==> config.mk <==
export PLATFORM = sky130hd
export DESIGN_NAME = pipe_stage_hs
export DESIGN_NICKNAME = d
export VERILOG_FILES = /design/src/rtl/pipe_stage_hs_pkg.sv /design/src/rtl/pipe_stage_hs.sv
export SDC_FILE = /design/constraint.sdc
export NUM_CORES = 1
export LEC_CHECK = 0
export CORE_UTILIZATION = 45
export DETAILED_ROUTE_END_ITERATION = 10
export PLACE_DENSITY_LB_ADDON = 0.05
export SLEW_MARGIN = 10
export SYNTH_ARGS = -nofsm -noshare
export SYNTH_HDL_FRONTEND = slang
export SYNTH_SLANG_ARGS = --single-unit
==> constraint.sdc <==
create_clock -name clk -period 3.7 [get_ports clk]
set_input_delay 0.37 -clock clk [delete_from_list [all_inputs] [get_ports clk]]
set_output_delay 0.37 -clock clk [all_outputs]
set_load 0.1 [all_outputs]
==> src/rtl/pipe_stage_hs_pkg.sv <==
// Shared types and constants for the valid/ready pipeline stage register.
// Phase wrappers pick their bundle width and NOP pattern from here.
package pipe_stage_hs_pkg;

  // Stage state doubles as the occupancy count.
  typedef enum logic [1:0] {
    ST_EMPTY = 2'd0,
    ST_FULL1 = 2'd1,
    ST_FULL2 = 2'd2
  } stage_state_e;

  localparam int unsigned OCC_W = 2;

  // Per-phase control bundle widths and their NOP bubble patterns.
  localparam int unsigned PH1_CTL_W = 16;
  localparam int unsigned PH2_CTL_W = 24;
  localparam int unsigned PH3_CTL_W = 16;
  localparam logic [PH1_CTL_W-1:0] PH1_NOP = 16'h0000;
  localparam logic [PH2_CTL_W-1:0] PH2_NOP = 24'h000000;
  localparam logic [PH3_CTL_W-1:0] PH3_NOP = 16'h0000;

  function automatic logic [OCC_W-1:0] occ_of(input stage_state_e st);
    return OCC_W'(st);
  endfunction

endpackage

==> src/rtl/pipe_stage_hs.sv <==
// Valid/ready pipeline stage register with flush and an optional 2-entry skid.
// SKID=1 registers in_ready; SKID=0 is a single register with combinational in_ready.
module pipe_stage_hs
  import pipe_stage_hs_pkg::*;
#(
  parameter int unsigned        DATA_W = 16,
  parameter logic [DATA_W-1:0]  BUBBLE = '0,
  parameter bit                 SKID   = 1'b1
) (
  input  logic              clk,
  input  logic              rst_n,
  input  logic              flush,
  input  logic              in_valid,
  output logic              in_ready,
  input  logic [DATA_W-1:0] in_data,
  output logic              out_valid,
  input  logic              out_ready,
  output logic [DATA_W-1:0] out_data,
  output logic [OCC_W-1:0]  occupancy
);

  stage_state_e      state_q, state_d;
  logic [DATA_W-1:0] main_q, main_d;
  logic [DATA_W-1:0] skid_q, skid_d;
  logic              in_xfer, out_xfer;

  assign in_xfer  = in_valid & in_ready;
  assign out_xfer = out_valid & out_ready;

  // State and head-entry registers.
  always_ff @(posedge clk) begin
    if (!rst_n) begin
      state_q <= ST_EMPTY;
      main_q  <= BUBBLE;
    end else begin
      state_q <= state_d;
      main_q  <= main_d;
    end
  end

  // Next state: flush overrides any handshake but an out transfer still counts as consumed.
  always_comb begin
    state_d = state_q;
    main_d  = main_q;
    skid_d  = skid_q;
    unique case (state_q)
      ST_EMPTY: begin
        if (in_xfer) begin
          main_d  = in_data;
          state_d = ST_FULL1;
        end
      end
      ST_FULL1: begin
        if (out_xfer && in_xfer) begin
          main_d = in_data;
        end else if (out_xfer) begin
          state_d = ST_EMPTY;
        end else if (in_xfer && SKID) begin
          skid_d  = in_data;
          state_d = ST_FULL2;
        end
      end
      ST_FULL2: begin
        if (out_xfer) begin
          main_d  = skid_q;
          state_d = ST_FULL1;
        end
      end
      default: state_d = ST_EMPTY;
    endcase
    if (flush) begin
      state_d = ST_EMPTY;
    end
  end

  // Outputs: the head is only exposed while live, otherwise the NOP pattern.
  always_comb begin
    out_valid = (state_q != ST_EMPTY);
    out_data  = out_valid ? main_q : BUBBLE;
    occupancy = occ_of(state_q);
  end

  if (SKID) begin : g_skid
    logic in_ready_q;

    // Skid content is never visible while empty, so it needs no reset.
    always_ff @(posedge clk) begin
      skid_q <= skid_d;
    end

    // in_ready looks only at the next state, keeping out_ready off the upstream path.
    always_ff @(posedge clk) begin
      if (!rst_n) begin
        in_ready_q <= 1'b1;
      end else begin
        in_ready_q <= (state_d != ST_FULL2);
      end
    end

    assign in_ready = in_ready_q;
  end else begin : g_no_skid
    logic unused_skid;

    assign skid_q      = main_q;
    assign unused_skid = ^skid_d;
    assign in_ready    = !out_valid | out_ready;
  end

endmodule
After elaboration in Yosys (flattened, before gate mapping)
Index checks and enable logic that the tools add are counted.
{ "totals": {"ff_bits": 35, "inputBits": 21, "out_inout_bits": 20, "word_cells": 32} }
{ "op_classes": {"n_eq_ne": 6, "n_mux": 12, "bitwise": 4, "n_reduce_logical": 6} }
{ "op_table": {"columns": ["operator", "count"], "rows": [
  ["two-way mux 16 bit", 4],
  ["case mux 16 bit (3 select lines)", 1],
  ["two-way mux 2 bit", 6],
  ["inequality test 2 bit (second input constant)", 4],
  ["AND reduction 4 bit", 2],
  ["case mux 2 bit (3 select lines)", 1],
  ["nonzero test 3 bit", 1],
  ["bitwise AND 1 bit", 2],
  ["== test 2 x 1 -> 1 bit (second input constant)", 1],
  ["== test 2 bit (second input constant)", 1],
  ["zero test 2 bit", 1],
  ["inverter 1 bit", 2],
  ["nonzero test 2 bit", 1],
  ["logical AND 1 bit", 1]
]} }

Depth between registers and ports, before layout
Gate-level depths: netlist of the first run.
{ "logic_depth": {"ltp_word": 7, "mapped_depth": 5, "ltp_nobuf": 4} }

Worst setup path before layout of the first run
Ideal clock, no wire load.
{ "synth_path": {"path_kind": "register to output", "from": "reg state_q[1], in the netlist occupancy[1]", "to": "out out_data[10]", "arrival_time_ns": 2.950, "t_required_ns": 3.330, "setup_slack_ns": 0.380, "stages_incl_launch_ff": 4, "path_buffers": 1, "path_cell_list": "dfxtp_1 -> nor2_1 -> clkbuf_1 -> nor2b_1"} }
{ "synth_between": {"elab_chain_cells": 2} }
{ "synth_lines": {"columns": ["element", "line", "rtl"], "rows": [
  ["start: declaration", "pipe_stage_hs.sv:22", "stage_state_e state_q, state_d;"],
  ["start signal: assignment", "pipe_stage_hs.sv:36", "state_q <= state_d;"],
  ["nonzero test 2 bit", "pipe_stage_hs.sv:78", "out_valid = (state_q != ST_EMPTY);"],
  ["two-way mux 16 bit", "pipe_stage_hs.sv:79", "out_data = out_valid ? main_q : BUBBLE;"],
  ["end: declaration", "pipe_stage_hs.sv:18", "output logic [DATA_W-1:0] out_data,"]
]} }
Every way passes these cells.

Worst setup path after layout of the first run
{ "layout_path": {"from": "reg state_q[1], in the netlist occupancy[1]", "to": "out out_data[7]"} }
Same word-level chain as after synthesis.

==> results of run 1 <==
## metal layers
| metal | global-route usage, % | part of all wire, % | vias to the layer above |
|---|---|---|---|
| met5 | 0 | 0 | - |
| met4 | 5.10 | 1.0 | 0 |
| met3 | 7.47 | 4.6 | 4 |
| met2 | 31.0 | 48 | 26 |
| met1 | 21.3 | 47 | 500 |
| li1 | - | - | 522 |
## registers in the layout, indices dropped and copies added (netlist names)
name / count
in_ready: 1
occupancy: 2
main_q: 16
skid_q: 16
## synthesized netlist by cell type, types with 6 or more instances
cell	number	area share, %
and2b_1	6	3.1
dfxtp_1	19	26
edfxtp_1	16	33
a21oi_1	17	5.8
o21ai_1	14	4.8
mux2i_1	17	12
nor2b_1	11	4.7
## worst paths after layout
kind                      startpoint                       to  slack [ns]
max          occupancy[1]$_SDFF_PN0_              out_data[7]        0.63
min          main_q[12]$_SDFFE_PN0P_  main_q[12]$_SDFFE_PN0P_        0.53
max reg2reg  occupancy[0]$_SDFF_PN0_   main_q[7]$_SDFFE_PN0P_        1.77
min reg2reg  main_q[12]$_SDFFE_PN0P_  main_q[12]$_SDFFE_PN0P_        0.53
## metrics by stage
stage	std cells	instance area (um^2)	power (mW)	hold slack, ns
after floorplan	123	1460	0.525	0.469
after global placement	200	1850	0.564	0.498
after detailed placement	200	1850	0.567	0.505
after CTS	208	1920	0.831	0.529
after global routing	208	1920	0.861	0.550
final	208	1920	0.824	0.527
## critical path, stage by stage (launching register included)
cell and delay (ns):
dfxtp_1 0.40, nor2_1 0.83, nor2b_1 0.13, clkdlybuf4s50_1 1.01
## cells by family (layout without fill, tap and decap cells)
logic type	after synthesis	after routing
flip-flops	35	35
multiplexers	17	17
buffers and inverters	9	50
AND/OR/NAND/NOR	26	26
AO/OA/AOI/OAI	36	36
## report_power, final
| group | switching (mW) | internal, mW | total, mW |
|---|---|---|---|
| registers | 0.00833 | 0.422 | 0.430 |
| clock network | 0.122 | 0.143 | 0.265 |
| logic | 0.0807 | 0.0477 | 0.128 |
## final cells by class
cell class	count	area, um^2	share of cell area (%)
Tap cell	44	55.1	2.86
Timing Repair Buffer	40	385	20.1
Multi-Input combinational cell	79	538	28.0
Sequential cell	35	861	44.8
Clock buffer	7	45.0	2.34
Inverter	2	7.51	0.391
Clock inverter	1	30.0	1.56
==> flow_metrics.py, run 1 <==
metrics = {
    "grt": {
        "grt_use_total_pct": 18.3,
        "grt_max_degree": 33,
        "grt_antenna_before_repair": 0,
        "grt_pass1_wl_um": 4630,
        "first_global_vias": 985,
        "overflow": 0,
    },
    "yosys": {
        "synth_edf_count": 16,
        "syn-cell-area_um2": 1460,
        "syn_inst": 123,
        "synthesis.nets": 144,
        "yosysSeqAreaShare_pct": 59.1,
        "synthSimpleGateAreaFrac_pct": 11.3,
        "syn_avg_cell_area_um2": 11.8,
        "yosysWarnings": 0,
        "ys_seq_elements": 35,
        "async_reset_ff_share_pct": 0,
        "synthFlopType": "dfxtp_1",
        "synth-compound-area-share_pct": 14.0,
        "synth_xor_area_share_pct": 0,
        "synthDistinctLibCells": 22,
        "synthAdderAreaFrac_pct": 0,
        "synth_top_family_by_area": "compound AO/OA/AOI/OAI gates",
        "synthMuxAreaShare_pct": 11.7,
    },
    "sta": {
        "fin_crit_sh_pct": 83.1,
        "maxSlewViolCount": 0,
        "fmax_ghz": 0.325,
        "worst_pin_slew_ns": 1.14,
        "finClkSkew_ns": 0.00990,
        "setup_violations": 0,
        "relSlewSlack_pct": 23.9,
        "hold_violations": 0,
        "rsz0062_at_grt": "false",
        "fin_crit_ns": 3.07,
        "tns_ns": 0,
        "setup_ws_ns": 0.626,
    },
    "clock_network": {
        "cts_hold_buf": 0,
        "post_cts_resized": 0,
        "htree_levels": 2,
        "clock_latency_ns": 0.33,
        "cts_setup_buffers": 0,
        "cts.sinks": 35,
        "numCtsBuffers": 5,
        "tritoncts": "yes",
        "cts.reportedPaths.clkPinSlew_ns": 0.10,
        "root_buffer": "clkbuf_4",
        "cts_max_path_buffers": 2,
    },
    "placed_design": {
        "gp_congestion": 0.774,
        "port_buffers": 40,
        "dp_slack_ns": 0.983,
        "hpwl_um": 1860,
    },
    "floorplanning": {
        "die_h_um": 58.9,
        "die_w_um": 58.9,
        "rows": 20,
        "dieArea_um2": 3470,
        "pin_count": 41,
        "start_util_pct": 47.7,
        "core_um2": 3050,
    },
    "cells_and_area": {
        "fillers": 269,
        "post-route-util_pct": 63.0,
        "layout-drive-gt1-share_pct": 7.93,
        "final_nets": 184,
        "area_growth_pct": 32.0,
        "diodes": 0,
        "final_cell_mix": "34 x clkdlybuf4s50_1, 19 x dfxtp_1, 17 x mux2i_1, 17 x a21oi_1, 16 x edfxtp_1",
        "final_common_cell": "clkdlybuf4s50_1",
    },
    "critical_path": {
        "path_class": "register to primary output",
        "cp_data_required_time_ns": 3.33,
        "start_kind": "register",
        "rr_worst_depth": 4,
        "worstPathArrival_ns": 2.70,
        "endpoint_kind": "primary output",
        "cp_max_fo": 17,
    },
    "route": {
        "ant_nets": 0,
        "wl_per_cell_um": 13.8,
        "first_iter_violations": 38,
        "wirelength_um": 2860,
        "first_pass_iters": 4,
        "viasPerCell": 5.06,
        "vias": 1052,
        "drc": 0,
    },
    "min_path": {
        "hold_path_depth": 2,
        "hp-class": "register to register",
    },
    "power": {
        "p_per_area_nw_per_um2": 429,
        "ir_worst_vdd_mv": 0.251,
        "p_leak_nw": 0.820,
    },
    "run": {
        "cap_violations": 0,
    },
    "status": {
        "status": "completed",
    },
}
Note: power is estimated with default switching activity, not from simulation.
==> run 2: changes to the inputs <==
Settings changed: CORE_UTILIZATION 45 to 42.
Clock period 3.7 ns to 2.8 ns, I/O delays scaled along.
==> run 2 against run 1 <==
  * Worst setup slack lost 0.22 ns
  * Global-route usage fell by 2.1 points
  * First-iteration DRC count down 18%
  * Combinational power grew 32%
  * Sequential power grew 32%
  * Highest routed layer unchanged
==> flow_metrics.py, run 2 (synthesis results as in run 1) <==
metrics = {
    "route": {
        "viasPerCell": 4.83,
        "vias": 1024,
        "ant_nets": 0,
        "wl_per_cell_um": 12.7,
        "drc": 0,
        "first_pass_iters": 4,
        "first_iter_violations": 31,
        "wirelength_um": 2690,
    },
    "min_path": {
        "worstHoldEndpoint": "main_q[12]$_SDFFE_PN0P_",
        "hp-class": "register to register",
        "hold_path_depth": 2,
        "worstHoldStart": "main_q[12]$_SDFFE_PN0P_",
    },
    "floorplanning": {
        "die_h_um": 60.9,
        "core_um2": 3340,
        "rows": 21,
        "dieArea_um2": 3710,
        "start_util_pct": 43.6,
        "pin_count": 41,
        "die_w_um": 60.9,
    },
    "power": {
        "ir_worst_vdd_mv": 0.289,
        "p_leak_nw": 0.846,
        "p_per_area_nw_per_um2": 526,
        "power.total_mw": 0.989,
    },
    "grt": {
        "grt_use_total_pct": 16.2,
        "grt_pass1_wl_um": 4150,
        "first_global_vias": 944,
        "grt_antenna_before_repair": 0,
        "grt_max_degree": 33,
        "overflow": 0,
    },
    "sta": {
        "hold_slack_ns": 0.528,
        "hold_violations": 0,
        "fin_crit_ns": 2.40,
        "maxSlewViolCount": 0,
        "fin_crit_sh_pct": 85.6,
        "setup_violations": 0,
        "rsz0062_at_grt": "false",
        "finClkSkew_ns": 0.00591,
        "setup_ws_ns": 0.403,
        "tns_ns": 0,
        "fmax_ghz": 0.417,
        "relSlewSlack_pct": 26.5,
        "worst_pin_slew_ns": 1.10,
    },
    "critical_path": {
        "crit_chain": "nor2_1 -> and2b_1 -> buf_4",
        "r2r_setup_slack_ns": 1.04,
        "cp_slowest_cell": "nor2_1",
        "rr_startpoint": "occupancy[0]$_SDFF_PN0_",
        "worstPathArrival_ns": 2.12,
        "worstReg2RegEnd": "main_q[5]$_SDFFE_PN0P_",
        "max_stage_delay_ns": 0.87,
        "path_class": "register to primary output",
        "endpoint_kind": "primary output",
        "start_kind": "register",
        "crit_start": "occupancy[1]$_SDFF_PN0_",
        "rr_worst_depth": 3,
        "cp_data_required_time_ns": 2.52,
        "cp_max_fo": 17,
    },
    "clock_network": {
        "clock_latency_ns": 0.33,
        "post_cts_resized": 0,
        "numCtsBuffers": 5,
        "cts_setup_buffers": 0,
        "cts_max_path_buffers": 2,
        "cts.reportedPaths.clkPinSlew_ns": 0.10,
        "tritoncts": "yes",
        "cts_hold_buf": 0,
        "root_buffer": "clkbuf_4",
        "cts.sinks": 35,
        "htree_levels": 2,
    },
    "cells_and_area": {
        "fillers": 315,
        "layout-drive-gt1-share_pct": 17.5,
        "diodes": 0,
        "final_cell_mix": "22 x buf_4, 20 x clkdlybuf4s50_1, 19 x dfxtp_1, 17 x mux2i_1, 17 x a21oi_1",
        "area_growth_pct": 29.0,
        "finalNonFillerCells": 212,
        "final_nets": 186,
        "final_common_cell": "buf_4",
    },
    "placed_design": {
        "port_buffers": 40,
        "dp_cells": 204,
        "hpwl_um": 1890,
        "gp_congestion": 0.736,
        "dp_slack_ns": 0.725,
    },
    "status": {
        "status": "completed",
    },
    "run": {
        "cap_violations": 0,
    },
}
run 2: per-layer routing:
metal  track usage (%)  part of all wire [%]  up-vias
met1              19.2                    47      460
met5                 0                     0        -
li1                  -                     -      529
met2              25.9                    46       29
met4              6.82                   1.6        0
met3              6.82                   5.9        6
run 2: power by group:
part | total [mW] | switching (mW) | internal [mW]
logic | 0.169 | 0.106 | 0.0625
clock network | 0.253 | 0.155 | 0.0978
registers | 0.568 | 0.0104 | 0.557
run 2: area by class of cell:
class / count / area (um^2) / area share, %
Sequential cell: 35 / 861 / 45.8
Clock buffer: 7 / 45.0 / 2.40
Multi-Input combinational cell: 79 / 538 / 28.6
Clock inverter: 1 / 5.00 / 0.266
Inverter: 2 / 7.51 / 0.399
Timing Repair Buffer: 42 / 365 / 19.4
Tap cell: 46 / 57.6 / 3.06
run 2: worst max-delay path by stage:
stage / end / cells after the start
floorplan: out_data[10] / 3
global placement: out_data[11] / 3
detailed placement: out_data[3] / 3
CTS: out_data[3] / 3
global route: out_data[11] / 3
finish: out_data[3] / 3
run 2: stage by stage:
step,util (%),area [um^2]
5_1_grt,56.3,1880
3_3_place_gp,54.8,1830
6_report,56.3,1880
4_1_cts,56.3,1880
3_5_place_dp,54.8,1830
2_1_floorplan,-,1460
run 2: worst max-delay path: cells and delay by family (launching register included):
family	cells	cell delay (ns)
AND/OR/NAND/NOR	2	1.15
flip-flops	1	0.40
buffers and inverters	1	0.23
==> run 3: changes to the inputs <==
Settings changed: HOLD_SLACK_MARGIN set to 0.03.
==> results of run 3 <==
No change in the layout: final DEF, timing and power equal those of run 2.
==> variant 1, RTL diff (flow settings as in run 2) <==
Set the parameter `SKID` to 1'b0 (it was 1'b1).
--- a/src/rtl/pipe_stage_hs.sv
+++ b/src/rtl/pipe_stage_hs.sv
@@ -7,3 +7,3 @@
   parameter logic [DATA_W-1:0]  BUBBLE = '0,
-  parameter bit                 SKID   = 1'b1
+  parameter bit                 SKID   = 1'b0
 ) (
Check against the original RTL: not equivalent (a bounded check fails within 4 cycles, from zero or initial values and one cycle with rst_n low).
==> variant 1 against run 2 <==
Sequential power shrank 53%. Final cell count fell by 26%. Synthesized area is 43% lower. Highest routed layer unchanged. Sequential cell count shrank 18. Via count is 31% lower. Critical path type unchanged. Power down 48%. Critical endpoint is now out_data[15]. Wire length fell by 43%. Cell area down 38%. Worst setup slack better by 0.63 ns.
==> variant 1: results (changes against run 2) <==
status complete, no violations; share of cells above drive strength 1 24.4% (+7.0 points); crit-path max cell delay 0.67 ns (-0.20 ns); wire length on met3 82 um (-48%); Non-clk bufs 40 (-4.8%); met1 GRT Util 17.0% (-2.2 points); Critical Path AT 1.49 ns (-0.63 ns); Post-Place Setup Slack 1.28 ns (+0.552 ns); # clock sinks 17 (-51%); Clock buf/inv share 2.35% (-0.32 points); total CTS buffers 3 (-2); met2 wire len 759 um (-38%); first-pass GRT wire length 2.45 mm (-41%); Seq group 0.266 mW (-53%); non-clock buffer area fraction after layout 29.9% (+10 points); RD Place Congestion 0.560 (-24%); ranking of synthesized cells by area dfxtp_1 41%, mux2i_1 19%, nand2_1 14%, and2_1 7.5%, and2_2 5.4%; Clock Latency Late Sink 0.28 ns (-0.05 ns); Seq/Total Area, Yosys 41.0% (-18 points); Slew headroom 64.5% (+38 points); Gate power share 23.7% (+6.7 points); post-synthesis mux area share 19.3% (+7.6 points); Post-DP HPWL 1.11 mm (-42%); Worst path slowest cell dfxtp_1; post-synthesis compound-gate area fraction 0.603% (-13 points); number of global-route vias before repair 608 (-36%); Crit path max-delay family flip-flops; Total Nets Final 153 (-18%); VDD IR max 0.321 mV (+11%); H-tree depth 1 (-1); GRT Util Overall 15.8% (-0.43 points); via/cell ratio 4.54 (-5.9%); top post-synthesis cells by count 32 x nand2_1, 17 x dfxtp_1, 16 x mux2i_1, 10 x and2_1, 6 x and2_2; fraction of area in multi-input gates 35.8% (+7.2 points); Synth cell types 15 (-32%); Crit Path Max Fanout 19 (+2); Multi-Input Combinational 69 (-13%); CTS Buffer Depth 2 (unchanged); Worst Clk Skew 0.00541 ns (-0.000499 ns); IO buf count 39 (-2.5%); non-clock inverter count 1 (-1)
variant 1: cell types whose count changed after synthesis, moves of 3 or more:
cell      delta
o21ai_1     -14
edfxtp_1    -16
and2b_1      -6
nand2_1     +30
nor2b_1     -11
clkbuf_1     +3
and2_1       +9
a21oi_1     -16
and2_2       +6
variant 1: through the flow:
step	power (mW)	std cells	area, um^2	hold slack (ns)
after detailed placement	0.395	152	1150	0.445
after global routing	0.543	156	1170	0.480
after global placement	0.392	152	1150	0.437
after floorplan	0.359	96	830	0.405
after CTS	0.522	156	1170	0.458
final	0.514	156	1170	0.454
variant 1: final timing paths:
path / start / to / slack, ns / cells after the start
setup reg to reg: occupancy[0] / main_q[7] / 1.47 / 3
setup / recovery: occupancy[0] / out_data[15] / 1.03 / 2
hold / removal: main_q[2] / main_q[2] / 0.45 / 2
hold reg to reg: main_q[2] / main_q[2] / 0.45 / 2
variant 1: tightest hold or removal path: stages, from the launching register on:
cell and delay [ns]:
dfxtp_1 0.32, nand2_1 0.05, mux2i_1 0.05
==> variant 2, RTL diff (settings of run 2) <==
Made on the original files. Make the reset (`rst_n`) asynchronous in 2 clocked blocks.
--- a/src/rtl/pipe_stage_hs.sv
+++ b/src/rtl/pipe_stage_hs.sv
@@ -30,3 +30,3 @@
   // State and head-entry registers.
-  always_ff @(posedge clk) begin
+  always_ff @(posedge clk or negedge rst_n) begin
     if (!rst_n) begin
@@ -91,3 +91,3 @@
     // in_ready looks only at the next state, keeping out_ready off the upstream path.
-    always_ff @(posedge clk) begin
+    always_ff @(posedge clk or negedge rst_n) begin
       if (!rst_n) begin
Behaviour: differs if rst_n is asserted again (counterexample within 4 cycles, from zero or initial values and one cycle with rst_n low); with rst_n held inactive, the same outputs for 10 cycles.
==> variant 2 against run 2 <==
Worst hold slack worse by 0.033 ns. Worst setup slack better by 0.27 ns. Synthesized area is 9.5% higher. Wire length is 1.6% higher. Cell area is 11% higher. Critical endpoint is now out_data[7]. Sequential cell count stayed put. Final cell count is 0.94% higher.
Power is not compared: it rests on default switching activity, and its combinational part moved more than twofold at a synthesized area within 25%.
==> variant 2: results (changes against run 2) <==
Clock Latency Late Sink 0.28 ns (-0.05 ns); Crit path max-delay family simple AND/OR/NAND/NOR gates; post-synthesis compound-gate area fraction 12.3% (-1.7 points); Post-synth EDFFs 16 (unchanged); element type at the critical path end output pin; Finished Layout Cells 214 (+0.94%); WL/cell 12.8 um (+0.65%); Worst Clk Skew 0.00494 ns (-0.000970 ns); total number of yosys warnings 0 (unchanged); initial antenna violation count 0 (unchanged); ranking of synthesized cells by area edfxtp_1 30%, dfrtp_1 28%, mux2i_1 10%, a21oi_2 7.7%, and2_1 6.3%; Syn Area/Cell 13.1 um^2 (+10%); Critical Path AT 1.85 ns (-0.27 ns); VDD IR max 0.319 mV; Seq/Total Area, Yosys 60.0% (+0.89 points); Hold Path Class in -> async; Int Pwr 0.936 mW; root buffer cell clkbuf_8; CTS Buffer Depth 2 (unchanged); IO buf count 40 (unchanged); via/cell ratio 4.76 (-1.5%); post-synthesis mux area share 10.0% (-1.6 points); first-pass GRT wire length 4.41 mm (+6.3%); H-tree depth 2 (unchanged); leakage power 0.913 nW; top post-synthesis cells by count 18 x dfrtp_1, 17 x nor2_1, 16 x and2_1, 16 x edfxtp_1, 16 x mux2i_1; Post-DP HPWL 1.93 mm (+1.7%); Slew headroom 42.0% (+16 points); number of global-route vias before repair 966 (+2.3%); CTS resizes 0 (unchanged); FFs w/ async S/R, synth 54.3% (+54 points); drt pass-1 iters 4 (unchanged); crit-path max cell delay 0.53 ns (-0.34 ns); total CTS buffers 5 (unchanged); Crit Path Max Fanout 19 (+2); DRT iter0 DRCs 35 (+13%); GRT Util Overall 14.7% (-1.5 points); status complete, no violations; postcts setup bufs 0 (unchanged); largest net degree at the start of global routing 33 (unchanged); Total Nets Final 186 (unchanged); Syn Nets 143 (-0.69%); share of cells above drive strength 1 33.1% (+16 points); XOR/XNOR Fraction of Synth Area 0% (unchanged); Worst path slowest cell or2_1; # diodes 0 (unchanged); Clock Pin Slew Worst Setup and Hold Paths 0.07 ns (-0.03 ns); Synth Area in Adders 0% (unchanged); Synth cell types 23 (+4.5%); FILL cells 338 (+7.3%); RD Place Congestion 0.711 (-3.3%)
-- variant 2: layer usage --
layer / GRT usage (%) / wire length, um / up-vias
li1: - / - / 518
met1: 18.0 / 1260 / 471
met2: 23.7 / 1320 / 25
met3: 5.62 / 128 / 4
met4: 5.11 / 22 / 0
met5: 0 / 0 / -
-- variant 2: logic make-up after synthesis --
logic type | Yosys count
and+or+nand+nor | 42
DFF | 35
buffers and inverters | 7
muxes | 16
AOI/OAI and AO/OA | 22
-- variant 2: stage by stage --
| stage | setup TNS (ns) | area [um^2] | util (%) | worst slack [ns] |
|---|---|---|---|---|
| 2_1_floorplan | -0.182 | 1610 | - | -0.182 |
| 4_1_cts | 0 | 2090 | 57.1 | 0.621 |
| 3_3_place_gp | 0 | 1990 | 54.3 | 0.867 |
| 6_report | 0 | 2090 | 57.1 | 0.669 |
| 5_1_grt | 0 | 2090 | 57.1 | 0.541 |
| 3_5_place_dp | 0 | 1990 | 54.3 | 0.845 |
-- variant 2: final timing paths --
check / from / endpoint / slack [ns] / cells past startpoint
worst max-delay path: occupancy[0] / out_data[7] / 0.67 / 3
worst min-delay path: rst_n / main_q[11] / 0.49 / 1
worst max register to register: occupancy[0] / main_q[9] / 0.90 / 4
worst min register to register: main_q[15] / main_q[15] / 0.51 / 2
max in group asynchronous: rst_n / main_q[5] / 1.77 / 1
min in group clk: main_q[15] / main_q[15] / 0.51 / 2
-- variant 2: area by class of cell --
cell class / count / share of cell area [%]
clock buffer: 8 / 4.79
multi-input combinational: 80 / 28.7
sequential: 35 / 45.8
tap: 48 / 2.87
timing repair buffer: 43 / 17.8
-- variant 2: power by group through the flow --
stage	clock, mW	sequential (mW)	combinational [mW]
2_1_floorplan	0	0.630	0.346
5_1_grt	0.425	0.616	0.473
3_3_place_gp	0	0.620	0.451
6_report	0.389	0.610	0.451
4_1_cts	0.402	0.611	0.456
3_5_place_dp	0	0.621	0.456
